===== src/rtl/twi_pkg.sv =====
// Shared definitions for the AHB-to-TWI request sequencer: register offsets,
// sequencer states, and default cycle budgets derived from the master's timing.
package twi_pkg;

    // Word offsets decoded from HADDR[4:2]
    localparam logic [2:0] OFF_CTRL   = 3'd0;
    localparam logic [2:0] OFF_ADDR   = 3'd1;
    localparam logic [2:0] OFF_WDATA  = 3'd2;
    localparam logic [2:0] OFF_RDATA  = 3'd3;
    localparam logic [2:0] OFF_STATUS = 3'd4;

    typedef enum logic [1:0] {
        IDLE    = 2'd0,
        REQ     = 2'd1,
        RUN     = 2'd2,
        CAPTURE = 2'd3
    } seq_state_t;

    // Timing of the downstream TWI master
    localparam int TWI_START_CYCLES = 95;
    localparam int TWI_STOP_CYCLES  = 95;
    localparam int TWI_BYTE_CYCLES  = 1135;

    // The request must outlive START but end well inside the first byte slot
    localparam int REQ_HOLD_DEF  = TWI_START_CYCLES + 5;
    // Write: START, chip, reg, data, STOP = 3595, rounded up with margin
    localparam int WR_CYCLES_DEF = TWI_START_CYCLES + 3 * TWI_BYTE_CYCLES
                                 + TWI_STOP_CYCLES + 105;
    // Read: START, chip, reg, repeated START, chip, data, STOP = 4825, plus margin
    localparam int RD_CYCLES_DEF = 2 * TWI_START_CYCLES + 4 * TWI_BYTE_CYCLES
                                 + TWI_STOP_CYCLES + 175;

    // Packs the STATUS register word
    function automatic logic [31:0] status_word(input logic busy,
                                                input logic done,
                                                input logic ovr);
        return {29'd0, ovr, done, busy};
    endfunction

endpackage


===== src/rtl/twi_seq.sv =====
// Transaction sequencer: holds the wr/rd request for REQ_HOLD cycles, then
// waits out the rest of the budget and flags a one-cycle capture/done slot.
module twi_seq
    import twi_pkg::*;
#(
    parameter int REQ_HOLD  = REQ_HOLD_DEF,
    parameter int WR_CYCLES = WR_CYCLES_DEF,
    parameter int RD_CYCLES = RD_CYCLES_DEF
) (
    input  logic clk,
    input  logic rst,
    input  logic start_wr,
    input  logic start_rd,
    output logic wr,
    output logic rd,
    output logic busy,
    output logic done,
    output logic capture_en
);

    localparam logic [15:0] HOLD_LAST = 16'(REQ_HOLD - 1);
    localparam logic [15:0] WR_LAST   = 16'(WR_CYCLES - 1);
    localparam logic [15:0] RD_LAST   = 16'(RD_CYCLES - 1);

    seq_state_t  state_r, state_s;
    logic [15:0] cnt_r, cnt_s;
    logic        op_rd_r, op_rd_s;
    logic        wr_r, wr_s;
    logic        rd_r, rd_s;

    // State, counter, op type and request strobes
    always_ff @(posedge clk) begin
        if (!rst) begin
            state_r <= IDLE;
            cnt_r   <= 16'd0;
            op_rd_r <= 1'b0;
            wr_r    <= 1'b0;
            rd_r    <= 1'b0;
        end else begin
            state_r <= state_s;
            cnt_r   <= cnt_s;
            op_rd_r <= op_rd_s;
            wr_r    <= wr_s;
            rd_r    <= rd_s;
        end
    end

    // Next-state, counter and strobe logic
    always_comb begin
        state_s = state_r;
        cnt_s   = cnt_r;
        op_rd_s = op_rd_r;
        case (state_r)
            IDLE: begin
                if (start_wr || start_rd) begin
                    op_rd_s = start_rd & ~start_wr;
                    cnt_s   = 16'd0;
                    state_s = REQ;
                end else begin
                    state_s = IDLE;
                end
            end
            REQ: begin
                cnt_s = cnt_r + 16'd1;
                if (cnt_r == HOLD_LAST) begin
                    state_s = RUN;
                end else begin
                    state_s = REQ;
                end
            end
            RUN: begin
                cnt_s = cnt_r + 16'd1;
                if (cnt_r == (op_rd_r ? RD_LAST : WR_LAST)) begin
                    state_s = CAPTURE;
                end else begin
                    state_s = RUN;
                end
            end
            CAPTURE: begin
                state_s = IDLE;
            end
            default: begin
                state_s = IDLE;
            end
        endcase
        // Strobes are registered so they track the state register exactly
        wr_s = (state_s == REQ) & ~op_rd_s;
        rd_s = (state_s == REQ) &  op_rd_s;
    end

    assign wr         = wr_r;
    assign rd         = rd_r;
    assign busy       = (state_r != IDLE);
    assign done       = (state_r == CAPTURE);
    assign capture_en = (state_r == CAPTURE) & op_rd_r;

endmodule


===== src/rtl/ahb_twi_ctrl.sv =====
// AHB-Lite register front end for the TWI master: decodes word accesses,
// holds the transaction fields stable while busy and reports status.
module ahb_twi_ctrl
    import twi_pkg::*;
#(
    parameter int REQ_HOLD  = REQ_HOLD_DEF,
    parameter int WR_CYCLES = WR_CYCLES_DEF,
    parameter int RD_CYCLES = RD_CYCLES_DEF
) (
    input  logic        clk,
    input  logic        rst,
    input  logic        HSEL,
    input  logic        HWRITE,
    input  logic        HREADY,
    input  logic [1:0]  HTRANS,
    input  logic [31:0] HADDR,
    input  logic [31:0] HWDATA,
    output logic [31:0] HRDATA,
    output logic        HREADYOUT,
    output logic        HRESP,
    output logic [6:0]  chip_addr,
    output logic [7:0]  reg_addr,
    output logic [7:0]  datain,
    output logic        wr,
    output logic        rd,
    input  logic [7:0]  dataout
);

    logic [2:0] addr_r;
    logic       wphase_r;
    logic [6:0] chip_addr_r;
    logic [7:0] reg_addr_r;
    logic [7:0] datain_r;
    logic [7:0] rdata_r;
    logic       done_r;
    logic       ovr_r;

    logic ctrl_we_s, addr_we_s, wdata_we_s;
    logic start_any_s, start_wr_s, start_rd_s, ovr_set_s;
    logic busy_s, done_s, capture_en_s;
    logic unused_s;

    assign unused_s = ^{HADDR[31:5], HADDR[1:0], HTRANS[0], HWDATA[31:16]};

    // Address phase capture; a stalled bus keeps the pending phase
    always_ff @(posedge clk) begin
        if (!rst) begin
            addr_r   <= 3'd0;
            wphase_r <= 1'b0;
        end else if (HREADY) begin
            addr_r   <= HADDR[4:2];
            wphase_r <= HSEL & HTRANS[1] & HWRITE;
        end
    end

    // Data-phase write decode and start/overrun qualification
    always_comb begin
        ctrl_we_s  = 1'b0;
        addr_we_s  = 1'b0;
        wdata_we_s = 1'b0;
        if (wphase_r) begin
            case (addr_r)
                OFF_CTRL:  ctrl_we_s  = 1'b1;
                OFF_ADDR:  addr_we_s  = 1'b1;
                OFF_WDATA: wdata_we_s = 1'b1;
                default:   ctrl_we_s  = 1'b0;
            endcase
        end else begin
            ctrl_we_s = 1'b0;
        end
        start_any_s = ctrl_we_s & (HWDATA[1:0] != 2'b00);
        start_wr_s  = start_any_s & ~busy_s & HWDATA[0];
        start_rd_s  = start_any_s & ~busy_s & ~HWDATA[0] & HWDATA[1];
        ovr_set_s   = busy_s & (start_any_s | addr_we_s | wdata_we_s);
    end

    // Register file and sticky status bits
    always_ff @(posedge clk) begin
        if (!rst) begin
            chip_addr_r <= 7'd0;
            reg_addr_r  <= 8'd0;
            datain_r    <= 8'd0;
            rdata_r     <= 8'd0;
            done_r      <= 1'b0;
            ovr_r       <= 1'b0;
        end else begin
            if (addr_we_s && !busy_s) begin
                chip_addr_r <= HWDATA[6:0];
                reg_addr_r  <= HWDATA[15:8];
            end
            if (wdata_we_s && !busy_s) begin
                datain_r <= HWDATA[7:0];
            end
            if (capture_en_s) begin
                rdata_r <= dataout;
            end
            if (start_wr_s || start_rd_s) begin
                done_r <= 1'b0;
                ovr_r  <= 1'b0;
            end else begin
                if (done_s)    done_r <= 1'b1;
                if (ovr_set_s) ovr_r  <= 1'b1;
            end
        end
    end

    // Read mux driven from the captured address for zero-wait reads
    always_comb begin
        HRDATA = 32'd0;
        case (addr_r)
            OFF_ADDR:   HRDATA = {16'd0, reg_addr_r, 1'b0, chip_addr_r};
            OFF_WDATA:  HRDATA = {24'd0, datain_r};
            OFF_RDATA:  HRDATA = {24'd0, rdata_r};
            OFF_STATUS: HRDATA = status_word(busy_s, done_r, ovr_r);
            default:    HRDATA = 32'd0;
        endcase
    end

    twi_seq #(
        .REQ_HOLD  (REQ_HOLD),
        .WR_CYCLES (WR_CYCLES),
        .RD_CYCLES (RD_CYCLES)
    ) u_seq (
        .clk        (clk),
        .rst        (rst),
        .start_wr   (start_wr_s),
        .start_rd   (start_rd_s),
        .wr         (wr),
        .rd         (rd),
        .busy       (busy_s),
        .done       (done_s),
        .capture_en (capture_en_s)
    );

    assign HREADYOUT = 1'b1;
    assign HRESP     = 1'b0;
    assign chip_addr = chip_addr_r;
    assign reg_addr  = reg_addr_r;
    assign datain    = datain_r;

endmodule


===== config.mk =====
export PLATFORM = sky130hd
export DESIGN_NAME = ahb_twi_ctrl
export DESIGN_NICKNAME = d
export VERILOG_FILES = /design/src/rtl/twi_pkg.sv /design/src/rtl/twi_seq.sv /design/src/rtl/ahb_twi_ctrl.sv
export SDC_FILE = /design/constraint.sdc
export NUM_CORES = 1
export LEC_CHECK = 0
export BUFFER_PORTS_ARGS = -buffer_cell sky130_fd_sc_hd__buf_2
export CAP_MARGIN = 20
export CORE_ASPECT_RATIO = 0.8
export CORE_UTILIZATION = 42
export CTS_CLUSTER_DIAMETER = 120
export DETAILED_ROUTE_END_ITERATION = 12
export GPL_ROUTABILITY_DRIVEN = 0
export PLACE_DENSITY_LB_ADDON = 0.12
export SLEW_MARGIN = 20
export SYNTH_ARGS = -nofsm -noshare
export SYNTH_HDL_FRONTEND = slang
export SYNTH_SLANG_ARGS = --single-unit

===== constraint.sdc =====
create_clock -name clk -period 2.14 [get_ports clk]
set_clock_uncertainty 0.2 [all_clocks]
set_input_delay 0.107 -clock clk [delete_from_list [all_inputs] [get_ports clk]]
set_output_delay 0.107 -clock clk [all_outputs]
set_load 0.02 [all_outputs]

# Word level (Yosys, flattened, before mapping)
# Index checks and enable logic that the tools add are counted.
# totals
reg_bits,58
latch_bits,0
ram_bits,0
rom_bits,0
input_bits,79
output_inout_bits,59
elab_cells,72
n_memories,0
# op_classes
addsub,1
multipliers,0
n_div,0
magnitude_cmp,0
n_eq_ne,11
shifts,0
n_mux,16
bitwise,19
reduce_logical,12
# op_table
operator,count
one-hot mux 16 bit (4 select lines),1
one-hot mux 16 bit (2 select lines),1
"adder 16 x 1 -> 16 bit, second input constant",1
== test 16 bit,1
"== test 16 x 7 -> 1 bit, second input constant",1
two-way mux 16 bit,1
two-way mux 13 bit,1
bitwise AND 1 bit,12
two-way mux 1 bit,10
one-hot mux 2 bit (4 select lines),1
"== test 3 x 2 -> 1 bit, second input constant",2
nonzero test 2 bit,3
NOT 1 bit,5
"== test 2 x 1 -> 1 bit, second input constant",2
"== test 2 bit, second input constant",2
OR reduction 2 bit,2
"== test 3 x 1 -> 1 bit, second input constant",1
"== test 3 bit, second input constant",1
zero test 3 bit,1
logical AND 1 bit,2
zero test 2 bit,1
two-way mux 2 bit,1
"!= test 2 bit, second input constant",1
bitwise OR 1 bit,2
3 further kinds,3

# Logic depth before layout (Yosys ltp)
# Gate-level depths: netlist of run 1.
# logic_depth
word_depth,12
ltp_mapped,9
depth_no_buf,7

# Cells and area by module
# A second synthesis of run 1 with hierarchy kept.
# hier_totals
hier_cells,337
area_unflattened_um2,3035.4
# by_module_without_submodules
mod,n_inst,cells_each,area_per_inst_um2,seq_area_each_um2
ahb_twi_ctrl,1,214,1924.3,740.7
twi_seq,1,123,1111.1,420.4

# Worst setup path before layout of run 1
# No wires, ideal clock.
# synth_path
path_kind,reg2reg
from,reg u_seq.state_r[0]
to,reg u_seq.cnt_r[10]
setup_ps,117
arrival_ps,1828
required_ps,1823
setup_slack_ps,-5
path_stages_with_launch,10
path_buffers,2
synth_period_minus_slack_ps,2145
path_cell_list,dfxtp_1 inv_1 ha_1 nand3b_2 o32a_1 buf_6 buf_6 nor3_1 xnor2_1 nor2_2
# synth_between
elab_chain_cells,8
word_cells_on_any_way,15
cone_classes,3 x eq/ne; 1 x mux; 5 x bitwise; 6 x reduce/logical
# synth_rtl
item,line_no,rtl
from (decl),twi_seq.sv:25,"seq_state_t state_r, state_s;"
from (signal assigned),twi_seq.sv:40,state_r <= state_s;
nonzero test 2 bit,twi_seq.sv:93,assign busy = (state_r != IDLE);
NOT 1 bit,"ahb_twi_ctrl.sv:72, ahb_twi_ctrl.sv:73",
bitwise AND 1 bit,"ahb_twi_ctrl.sv:72, ahb_twi_ctrl.sv:73",
bitwise AND 1 bit (2 in a row),ahb_twi_ctrl.sv:73,start_rd_s = start_any_s & ~busy_s & ~HWDATA[0] & HWDATA[1];
logical OR 1 bit,twi_seq.sv:55,if (start_wr || start_rd) begin
!= test 2 bit (no line),n/a,
AND reduction 2 bit (no line),n/a,
to (signal assigned),twi_seq.sv:41,cnt_r <= cnt_s;
to (decl),twi_seq.sv:26,"logic [15:0] cnt_r, cnt_s;"
# Parallel ways exist; a longest one is shown, timed or not.
# A chain may end at the register's enable or synchronous reset.

# Worst setup path in the final report of run 1
# layout_path
from,reg u_seq.state_r[1]
to,"reg u_seq.rd_r, in the netlist u_seq.rd"
# layout_between
elab_chain_cells,10
word_cells_on_any_way,19
cone_classes,4 x eq/ne; 4 x mux; 8 x bitwise; 3 x reduce/logical
# layout_rtl
item,line_no,rtl
nonzero test 2 bit,twi_seq.sv:93,
NOT 1 bit,"ahb_twi_ctrl.sv:72, ahb_twi_ctrl.sv:73",
bitwise AND 1 bit,"ahb_twi_ctrl.sv:72, ahb_twi_ctrl.sv:73",
bitwise AND 1 bit (2 in a row),ahb_twi_ctrl.sv:73,
logical OR 1 bit,twi_seq.sv:55,
two-way mux 1 bit,twi_seq.sv:55,
one-hot mux 2 bit (4 select lines),twi_seq.sv:53,case (state_r)
== test 2 x 1 -> 1 bit,twi_seq.sv:88,rd_s = (state_s == REQ) & op_rd_s;
bitwise AND 1 bit *,twi_seq.sv:88,
to (signal assigned),twi_seq.sv:44,rd_r <= rd_s;
to (decl),twi_seq.sv:29,"logic rd_r, rd_s;"
# Mark *: on every way between the ends. The rest lies on a longest branch, timed or not.

==> impl_metrics.toml, run 1 <==
[yosys]
synth_cells = 347
synth_top_cell_area_share_pct = 38.5
syn_avg_cell_area_um2 = 8.69
yosysUniqueCellTypes = 48
seq_area_frac_synth_pct = 38.5
synth_edf_count = 0
synth.area.top_cells = "dfxtp_1, nand2_1, a21boi_0, mux2i_1, buf_4"
ys_ff_latch = 58
yosys.area.top_type = "dfxtp_1"
async_reset_ff_share_pct = 0
synth_area_um2 = 3020
ys_warn_count = 0
yosys_most_used_dff = "dfxtp_1"

[sta]
final.setup.tns_ns = 0
drv_slew = 0
hold_viol_final = 0
fmax_mhz = 490
post-route-min-period_ns = 2.04
period_share_pct = 95.4
setup_viol = 0

[finish]
final_util_pct = 59.7
nets = 556
num_antenna_cells = 0
layout-drive-gt1-share_pct = 28.2
layout_commonest_cell = "buf_2"
fillers = 612
final_cell_mix = "buf_2, dfxtp_1, nand2_1"
syn2layout_area_growth_pct = 37.0

[pwr]
switchingPower_uw = 538
comb_power_share_pct = 8.9
powerDensity_nw_per_um2 = 563
swShare_pct = 23.1
ir_worst_vdd_v = 0.000359
seqPwrFrac_pct = 46.8
power.share.clock_pct = 44.3
p_leak_nw = 1.73
intPower_mw = 1.79

[route]
first_pass_iters = 4
wirelength_mm = 7.39
wl_per_cell_um = 13.1
vias = 2749
vias_per_cell = 4.88
dr.first_iter.drc_count = 147
drc = 0
drtAntennaViolNets = 0

[grt]
grt_max_degree = 34
grt_util_all_layers_pct = 20.6
grt_pass1_wl_mm = 12.4
grt_pass1_vias = 2576
grt-ovfl-total = 0
antenna_found_initial = 0

[worst_setup_path]
max_stage_delay_ns = 0.42
critPathArrivalTime_ns = 2.12
cp.required_ns = 2.22
cp-end-kind = "flip-flop"
critPathLaunchType = "flip-flop"
path_cells = "inv_1 -> ha_4 -> nand3b_2 -> buf_4 -> or3_4 -> a2bb2oi_1 -> o211a_1 -> and3b_1"
reg2reg_setup_slack_ns = 0.1
crit_path_top_delay_cell = "or3_4"
crit_type = "reg -> reg"
path_max_fanout = 5

[floorplanning]
io_pins = 138
die-width_um = 96.8
rows = 27
core-area_um2 = 6930
fp.dieArea_um2 = 7530
die_y_um = 77.8
start_util_pct = 43.6

[cts]
cts_made_buffers = 9
htreeDepth = 3
clockRootBuffer = "clkbuf_8"
worstSkewPairLatency_ns = 0.35
clk_pin_slew_ns = 0.06
cts_tree = "built"
clk_path_buf_depth = 2
postCtsSetupBuffers = 0
cts.sinks = 58

[min_path]
hold_class = "reg -> reg"

[status]
outcome = "finished, final reports clean"

[job]
cap_violations = 0

[placed_design]
dp_hpwl_mm = 4.98
port_buffers = 73
[power groups by stage]
stage	Combinational [mW]	Clock, mW	Sequential (mW)
final	0.207	1.03	1.09
after global routing	0.224	1.10	1.09
after CTS	0.204	1.06	1.09
after detailed placement	0.155	0	1.11
after global placement	0.155	0	1.11
after floorplan	0.118	0	1.12
[worst max-delay path: cells and delay by family (launching register included)]
family | cells | cell delay, ns
buffers and inverters | 2 | 0.27
flip-flops | 1 | 0.31
AO/OA/AOI/OAI | 2 | 0.33
adder cells (fa/ha/maj) | 1 | 0.15
AND/OR/NAND/NOR | 3 | 0.74
[final cells by class]
class                   count  area, um2  share of cell area (%)
clock inverters             2       35.0                   0.847
flip-flops and latches     58       1160                    28.1
well taps                  87        109                    2.63
multi-input cells         261       1710                    41.3
repair buffers            134        931                    22.5
clock buffers              14        163                    3.93
inverters                   7       26.3                   0.636
[worst paths after layout]
kind	depth (start not counted)	startpoint	to
worst max-delay path	8	u_seq.state_r[1]	u_seq.rd
worst min-delay path	2	reg_addr[3]	reg_addr[3]
worst max register to register	8	u_seq.state_r[1]	u_seq.rd
worst min register to register	2	reg_addr[3]	reg_addr[3]
[synthesized netlist by cell type, types with 4 or more instances]
master and count:
and2_1 10, nor2b_1 17, buf_2 5, nand3_1 16, nand2_1 50, buf_4 18
dfxtp_1 58, mux2_2 6, nand2b_1 4, nor3_1 7, a21boi_0 24, inv_1 7
clkbuf_1 11, ha_1 6, xnor2_1 11, a22oi_1 7, nand4_1 4, nor3b_1 4
o21ai_0 6, nor4_1 5, nor2_1 15, mux2i_1 15
[cells by family (layout without fill, tap and decap cells)]
| kind of cell | after synthesis | count (layout) | synth area share (%) |
|---|---|---|---|
| compound gates | 52 | 52 | 12.5 |
| xor+xnor | 11 | 11 | 3.19 |
| fa+ha+maj | 6 | 6 | 2.49 |
| buf+inv | 44 | 157 | 8.42 |
| flops | 58 | 58 | 38.5 |
| mux | 21 | 21 | 7.22 |
| other cells | 2 | 18 | 0.249 |
| simple gates | 153 | 153 | 27.5 |
[what timing repair did]
item | 4_1_cts | 5_1_grt
hold buffers | 38 | 0
endpoints found under the setup margin | 0 | 19
gates resized for setup | 0 | 10
hold endpoints to repair | 38 | 0
[registers in the layout, indices dropped and copies added, names as in the netlist]
signal         count
reg_addr           8
u_seq.rd           1
addr_r             3
u_seq.op_rd_r      1
done_r             1
u_seq.wr           1
u_seq.cnt_r       16
chip_addr          7
u_seq.state_r      2
ovr_r              1
wphase_r           1
datain             8
rdata_r            8
[layer usage]
layer,vias up,GRT usage [%],wire length (um)
li1,1407,-,-
met1,1248,27.9,3790
met2,86,31.1,3140
met3,8,6.58,387
met4,0,6.12,72
met5,-,0,0
[through the flow]
step	area, um2	total power [mW]	setup slack [ns]	hold WS, ns	cells
after floorplan	3080	1.23	0.0306	0.0519	363
after global placement	3510	1.27	0.00507	0.159	509
after detailed placement	3510	1.27	-0.00547	0.164	509
after CTS	4090	2.35	0.00415	0.279	563
after global routing	4130	2.41	-0.00161	0.299	563
final	4130	2.33	0.0982	0.273	563
No activity file was read; power rests on OpenSTA's default activity.
==> run 2, diff against run 1 <==
--- a/config.mk
+++ b/config.mk
@@ -8,6 +8,7 @@
 export BUFFER_PORTS_ARGS = -buffer_cell sky130_fd_sc_hd__buf_2
 export CAP_MARGIN = 20
 export CORE_ASPECT_RATIO = 0.8
+export CORE_MARGIN = 2
 export CORE_UTILIZATION = 42
 export CTS_CLUSTER_DIAMETER = 120
 export DETAILED_ROUTE_END_ITERATION = 12
==> impl_metrics.toml, run 2 (same netlist as run 1, synthesis figures left out) <==
[min_path]
whs_endpoint = "rdata_r[5]"
worstHoldPathCells = 2
hp-start = "rst"
hold_class = "in -> reg"

[finish]
largest_register_ffs = 16
seq_area_um2 = 1160
layout_commonest_cell = "buf_2"
final_cell_mix = "buf_2, dfxtp_1, nand2_1"
num_antenna_cells = 0
stdcell_count = 559
final_util_pct = 59.3
multi_input_area_um2 = 1700
final_cell_area_um2 = 4110
layout-drive-gt1-share_pct = 28.8
regMostFlops = "u_seq.cnt_r"
nets = 552
syn2layout_area_growth_pct = 36.1
fillers = 623

[floorplanning]
die-width_um = 98.8
fp.dieArea_um2 = 7880
die_y_um = 79.8
start_util_pct = 43.6
core-area_um2 = 6930
io_pins = 138
rows = 27

[grt]
grt-ovfl-total = 0
antenna_found_initial = 0
grt_pass1_wl_mm = 12.1
grt_pass1_vias = 2464
grt_util_all_layers_pct = 19.5
grt_max_degree = 26

[cts]
cts_made_buffers = 9
cts_tree = "built"
clk_pin_slew_ns = 0.08
clk_path_buf_depth = 2
cts.sinks = 58
clockRootBuffer = "clkbuf_8"
htreeDepth = 3
postCtsSetupBuffers = 0
worstSkewPairLatency_ns = 0.34

[placed_design]
dp_hpwl_mm = 5.09
dp_slack_ns = 0.0388
placed_area_um2 = 3530
place_inst = 510
port_buffers = 73

[pwr]
p_leak_nw = 1.71
powerDensity_nw_per_um2 = 569
p_total_mw = 2.34
ir_worst_vdd_v = 0.000341

[route]
vias_per_cell = 4.94
vias = 2760
first_pass_iters = 4
wirelength_mm = 7.54
wl_per_cell_um = 13.5
drc = 0
dr.first_iter.drc_count = 122
drtAntennaViolNets = 0

[sta]
period_share_pct = 95.7
drv_slew = 0
final.setup.tns_ns = 0
postLayoutSetupSlackWorst_ns = 0.0919
setup_viol = 0
hold_viol_final = 0
fmax_mhz = 488
rsz0062_at_grt = "false"
fin_hold_ws_ns = 0.0172
post-route-min-period_ns = 2.05

[worst_setup_path]
r2r-start = "u_seq.state_r[0]"
cp-end-kind = "flip-flop"
reg2reg_setup_slack_ns = 0.11
r2r_end = "u_seq.rd"
critPathArrivalTime_ns = 2.14
critPathLaunchType = "input pin"
crit_type = "in -> reg"
path_max_fanout = 1
cp.required_ns = 2.23
r2r_cells = 8

[job]
cap_violations = 0

[status]
outcome = "finished, final reports clean"
==> run 2: how the worst max path moves through the flow <==
stage / startpoint / end / cells past startpoint
4_1_cts: u_seq.state_r[0] / u_seq.cnt_r[15] / 8
3_3_place_gp: u_seq.state_r[0] / u_seq.cnt_r[9] / 8
2_1_floorplan: u_seq.state_r[0] / u_seq.cnt_r[10] / 9
5_1_grt: u_seq.state_r[0] / u_seq.rd / 7
3_5_place_dp: u_seq.state_r[0] / u_seq.wr / 8
6_report: HTRANS[1] / wphase_r / 6
==> run 2: routing by layer <==
layer | wire length [um] | GRT usage (%) | part of all wire, %
met3 | 414 | 5.43 | 5.5
met5 | 0 | 0 | 0
met2 | 3240 | 29.4 | 43
met4 | 90 | 6.58 | 1.2
met1 | 3800 | 26.8 | 50
==> run 2: final cells by class <==
type | count | area share (%)
timing repair buffer | 130 | 21.9
inverter | 7 | 0.640
clock buffer | 10 | 3.35
multi-input combinational | 261 | 41.5
sequential | 58 | 28.3
clock inverter | 6 | 1.62
tap | 87 | 2.65
==> run 2: repair_timing <==
action                     4_1_cts  5_1_grt
gates resized for setup          0        7
hold buffers                    33        0
setup endpoints to repair        0       15
hold endpoints to repair        35        0
==> run 2: worst max-delay path, stage by stage <==
cell	delay [ns]
dlygate4sd3_1	0.52
buf_2	0.10
nand4_1	0.08
dlygate4sd3_1	0.58
a21boi_0	0.17
dlygate4sd3_1	0.57
==> run 2: where the power goes <==
group,switching [mW],internal (mW)
logic,0.107,0.102
clock network,0.471,0.568
registers,0.00296,1.08
